==> src/rtl/ip_bus_log_writer.sv <==
// ip_bus_log_writer
// Capture front end of the bus logger: packs MSX bus events into 32-bit log words, buffers them
// in a 4-entry FIFO and writes them sequentially into a 4Kx32 log RAM. The RAM request bus is
// shared with a host read port that is granted only when no log write is pending.
//
// Ports:
//   clk, reset_n                 system clock, synchronous active-low reset
//   log_enable, log_clear        capture enable level, single-cycle clear pulse
//   ev_valid/ev_write/ev_io      MSX bus event strobe and its qualifiers
//   ev_address, ev_data          MSX address and data byte
//   host_valid, host_address     host RAM read request
//   host_ready                   host request issued to the RAM this cycle
//   bus_valid/bus_ready          RAM request handshake
//   bus_write, bus_address       1 = log write, 0 = host read; RAM word address
//   bus_wdata                    log word
//   log_count                    words written, 0..4096
//   log_full, log_wrapped        stop-mode full flag, ring-mode wrapped (sticky)
//   log_overflow                 sticky; an event was dropped on a full FIFO
module ip_bus_log_writer #(
  parameter int unsigned WRAP_MODE = 0
) (
  input  logic        clk,
  input  logic        reset_n,
  input  logic        log_enable,
  input  logic        log_clear,
  input  logic        ev_valid,
  input  logic        ev_write,
  input  logic        ev_io,
  input  logic [15:0] ev_address,
  input  logic [7:0]  ev_data,
  input  logic        host_valid,
  input  logic [11:0] host_address,
  output logic        host_ready,
  output logic [11:0] bus_address,
  output logic        bus_valid,
  input  logic        bus_ready,
  output logic        bus_write,
  output logic [31:0] bus_wdata,
  output logic [12:0] log_count,
  output logic        log_full,
  output logic        log_wrapped,
  output logic        log_overflow
);

  typedef enum logic [1:0] {StIdle, StRun, StFull} state_e;

  state_e      state_q;
  logic [31:0] fifo_q [4];
  logic [1:0]  rd_ptr_q, wr_ptr_q;
  logic [2:0]  fifo_cnt_q;
  logic [5:0]  delta_q;
  logic [11:0] wptr_q;
  logic [12:0] log_count_q;
  logic        log_wrapped_q, log_overflow_q;

  logic        fifo_nonempty, fifo_full, pop, push, room, ev_try, drop_full, reach_full;
  logic [31:0] ev_word;

  always_comb begin
    fifo_nonempty = (fifo_cnt_q != 3'd0);
    fifo_full     = (fifo_cnt_q == 3'd4);
    pop           = fifo_nonempty & bus_ready;
    // Stop mode counts words already queued so it never pushes past 4096 in total.
    room          = (WRAP_MODE != 0) || ((log_count_q + {10'd0, fifo_cnt_q}) < 13'd4096);
    ev_try        = (state_q == StRun) & ev_valid & ~log_clear;
    push          = ev_try & (~fifo_full | pop) & room;
    drop_full     = ev_try & fifo_full & ~pop;
    reach_full    = (WRAP_MODE == 0) && pop && (log_count_q == 13'd4095);
    ev_word       = {ev_write, ev_io, delta_q, ev_address, ev_data};
  end

  always_comb begin
    host_ready   = host_valid & ~fifo_nonempty & bus_ready;
    bus_valid    = fifo_nonempty | host_valid;
    bus_write    = fifo_nonempty;
    bus_address  = wptr_q;
    if (!fifo_nonempty && host_valid) bus_address = host_address;
    bus_wdata    = fifo_nonempty ? fifo_q[rd_ptr_q] : 32'd0;
    log_count    = log_count_q;
    log_full     = (state_q == StFull);
    log_wrapped  = log_wrapped_q;
    log_overflow = log_overflow_q;
  end

  // Storage needs no reset: the empty FIFO gates bus_wdata to zero.
  always_ff @(posedge clk) begin
    if (push) fifo_q[wr_ptr_q] <= ev_word;
  end

  always_ff @(posedge clk) begin
    if (!reset_n || log_clear) begin
      state_q        <= StIdle;
      rd_ptr_q       <= 2'd0;
      wr_ptr_q       <= 2'd0;
      fifo_cnt_q     <= 3'd0;
      delta_q        <= 6'd63;
      wptr_q         <= 12'd0;
      log_count_q    <= 13'd0;
      log_wrapped_q  <= 1'b0;
      log_overflow_q <= 1'b0;
    end else begin
      if (pop) begin
        rd_ptr_q <= rd_ptr_q + 2'd1;
        wptr_q   <= wptr_q + 12'd1;
        if (log_count_q != 13'd4096) log_count_q <= log_count_q + 13'd1;
        if ((WRAP_MODE != 0) && (wptr_q == 12'd4095)) log_wrapped_q <= 1'b1;
      end
      if (push) wr_ptr_q <= wr_ptr_q + 2'd1;
      fifo_cnt_q <= fifo_cnt_q + {2'd0, push} - {2'd0, pop};

      // Clocks since the last captured event, saturating.
      if (push)                  delta_q <= 6'd0;
      else if (delta_q != 6'd63) delta_q <= delta_q + 6'd1;

      if (drop_full) log_overflow_q <= 1'b1;

      if (reach_full) begin
        state_q <= StFull;
      end else begin
        unique case (state_q)
          StIdle:  if (log_enable) state_q <= StRun;
          StRun:   if (!log_enable) state_q <= StIdle;
          StFull:  state_q <= StFull;
          default: state_q <= StIdle;
        endcase
      end
    end
  end

endmodule

==> config.mk <==
export PLATFORM = sky130hd
export DESIGN_NAME = ip_bus_log_writer
export DESIGN_NICKNAME = d
export VERILOG_FILES = /design/src/rtl/ip_bus_log_writer.sv
export SDC_FILE = /design/constraint.sdc
export NUM_CORES = 1
export LEC_CHECK = 0
export BUFFER_PORTS_ARGS = -buffer_cell sky130_fd_sc_hd__buf_2
export CELL_PAD_IN_SITES_DETAIL_PLACEMENT = 1
export CELL_PAD_IN_SITES_GLOBAL_PLACEMENT = 1
export CORE_MARGIN = 2
export CORE_UTILIZATION = 47
export CTS_CLUSTER_SIZE = 24
export DETAILED_ROUTE_END_ITERATION = 8
export PLACE_DENSITY_LB_ADDON = 0.05
export SLEW_MARGIN = 40
export SYNTH_ARGS = -nofsm -noshare
export SYNTH_HDL_FRONTEND = slang
export SYNTH_SLANG_ARGS = --single-unit
==> constraint.sdc <==
create_clock -name clk -period 3.32 [get_ports clk]
set_clock_uncertainty 0.1 [all_clocks]
set_input_delay 0 -clock clk [delete_from_list [all_inputs] [get_ports clk]]
set_output_delay 0 -clock clk [all_outputs]
set_load 0.05 [all_outputs]
==> impl_metrics.tcl <==
set metrics [dict create \
    vias 4114 \
    pwr-share-seq 0.526 \
    synth_edf_count 128 \
    period_share 0.924 \
    coreArea_sq_mm 0.0145 \
    slew_viol_final 0 \
    clk_pin_slew_ps 60 \
    grt_max_degree 36 \
    crit_slowest_cell "fa_1" \
    fillers 1394 \
    yosys_warnings 0 \
    synthArstFlopShare 0 \
    first_iter_violations 245 \
    final_cell_mix "128 x edfxtp_1, 106 x buf_2, 38 x dfxtp_1" \
    fin_tns_setup_ps 0 \
    synth_cells 444 \
    drive_gt1_frac 0.328 \
    worstMarginPinSlew_ps 705 \
    r2r_slack_ps 250 \
    post-route-min-period_ps 3070 \
    status "finished clean" \
    p_switching_mw 1.03 \
    wl_per_cell_um 18.5 \
    synth-seq-cells 171 \
    worstSetupStartpointType "flip-flop" \
    clock_path_buffers 2 \
    via_per_inst 5.22 \
    p_comb_frac 0.089 \
    hold_path.class "primary input to flip-flop" \
    cell_internal_pwr_mw 3.52 \
    setup_viol 0 \
    die_area_sq_mm 0.0159 \
    netSwitchingFraction 0.226 \
    path_class "flip-flop to flip-flop" \
    antenna_found_initial 0 \
    power.share.clock 0.386 \
    clkSinkCount 171 \
    gp_congestion 0.738 \
    synthesis.nets 502 \
    layout_commonest_cell "edfxtp_1" \
    grt_pass1_vias 4570 \
    ant_nets 0 \
    grt_pass1_wl_mm 23.8 \
    finalWirelength_mm 14.6 \
    worstPathMaxFanout 9 \
    syn2layout_area_growth_pct 23.6 \
    route.detailed.drc 0 \
    synth.avg_cell_area_sq_um 15.8 \
    numCtsBuffers 17 \
    startpoint "log_count[2]$_SDFFE_PP0P_" \
    maxCapViolCount 0 \
    end_kind "flip-flop" \
    crit_chain "ha_1 > and4_1 > o2111ai_2 > xor2_2 > and2_4 > inv_1 > ha_1 > inv_1 > ha_1 > inv_1 > fa_1 > xor2_1 > xnor2_1 > nor2_1" \
    post-dp-hpwl_mm 9.27 \
    synth_area_sq_mm 0.00701 \
    die_h_um 126 \
    ir_drop_mv 0.391 \
    htreeDepth 4 \
    port_buffers 106 \
    rows 44 \
    hold_violations 0 \
    ys_seq_area_frac 0.671 \
    design_area_sq_mm 0.00866 \
    timing.rr.start "log_count[2]$_SDFFE_PP0P_" \
    cts_tree "yes" \
    p_leak_nw 3.17 \
    worstSkewPairLatency_ps 410 \
    worst_path_largest_cell_delay_ps 380 \
    arrival_ps 3250 \
    yosysUniqueCellTypes 45 \
    grt-ovfl-total 0 \
    power_density_mw_per_mm2 526 \
    start_util 0.482 \
    antenna_cells 0 \
    crit_required_ps 3510 \
    firstDrtPassIters 4 \
    max_freq_ghz 0.326 \
    hold-worst-slack_ps 138 \
    cts_root_buf "clkbuf_16" \
    io_pins 108 \
    cts_setup_buffers 0 \
    dieWidth_um 126 \
    hold_path_startpoint "ev_valid" \
    dpl-instance-area_sq_mm 0.00782 \
    synth-main-ff-cell "edfxtp_1" \
    nets 651 \
    track_usage 0.193 \
    total_power_mw 4.55 \
    relSlewSlack 0.529 \
    rsz0062_at_grt "no" \
]
## Yosys cell counts (4+ instances only)
library cell	n	area, sq um
edfxtp_1	128	3840
dfxtp_1	43	861
mux4_2	32	721
nor2b_1	32	200
nor2_1	29	109
mux2_2	13	146
xor2_1	13	114
ha_1	12	150
nand2_1	12	45.0
and3_1	11	68.8
clkbuf_1	11	41.3
nand3_1	11	55.1
inv_1	10	37.5
xnor2_1	10	87.6
a21oi_1	9	45.0
o21ai_0	7	35.0
o21ai_1	7	35.0
nand4_1	6	37.5
or3_1	5	31.3
and4_1	4	35.0
nand2b_1	4	25.0
## final timing paths
| path | endpoint | depth (start not counted) |
|---|---|---|
| worst min register to register | log_count[11]$_SDFFE_PP0P_ | 2 |
| worst max-delay path | fifo_cnt_q[2]$_SDFF_PP0_ | 14 |
| worst max register to register | fifo_cnt_q[2]$_SDFF_PP0_ | 14 |
| worst min-delay path | wr_ptr_q[0]$_SDFFE_PP0P_ | 5 |
## timing repair
action	in CTS	in global routing
hold buffers	32	0
hold endpoints to repair	115	0
endpoints found under the setup margin	0	1
gates resized for setup	0	1
## state kept, by name (all words and copies together) (netlist names), named ones only
register,count
log_count,13
fifo_q,128
state_q,2
rd_ptr_q,2
log_overflow,1
wptr_q,12
wr_ptr_q,2
delta_q,6
fifo_cnt_q,3
## critical path, delay by kind of cell, from the launching register on
kind,cells,cell delay (ps)
compound gates,1,230
buf+inv,3,160
simple gates,3,500
flops,1,360
xor+xnor,3,500
fa+ha+maj,4,1090
## routing by layer
layer  vias up  wire length (um)  track usage
li1       1966                 -            -
met1      2054              6390        0.243
met2        88              7520        0.334
met3         6               594       0.0510
met4         0               104       0.0472
met5         -                 0            0
## cell families (layout without fill, tap and decap cells)
logic type,count (synthesis),in the layout,share of synthesized area
DFF,171,171,0.671
and+or+nand+nor,128,128,0.102
muxes,47,47,0.127
AOI/OAI and AO/OA,30,30,0.0252
buffers and inverters,30,190,0.0193
xor gates and xnor gates,24,24,0.0311
adders and majority gates,13,13,0.0243
other,1,1,0.000535
## stage by stage
stage           util  std cells  setup WS [ps]
6_report       0.596        788            251
5_1_grt        0.596        788           59.1
4_1_cts        0.596        788            160
3_5_place_dp   0.538        726            166
3_3_place_gp   0.538        726            297
2_1_floorplan      -        444            115
## power by group through the flow
stage | clock [mW] | combinational, mW | sequential (mW)
after floorplan | 0 | 0.282 | 2.42
after global placement | 0 | 0.361 | 2.43
after detailed placement | 0 | 0.378 | 2.44
after CTS | 1.80 | 0.408 | 2.39
after global routing | 1.88 | 0.452 | 2.40
final | 1.76 | 0.403 | 2.39
## final cells by class
cell class	count	area, sq um	area share
clock buffers	18	429	0.0496
well taps	184	230	0.0266
multi-input cells	243	2180	0.251
clock inverters	12	82.6	0.00954
inverters	11	41.3	0.00477
flip-flops and latches	171	4710	0.544
repair buffers	149	983	0.114
No activity file was read; power rests on OpenSTA's default activity.
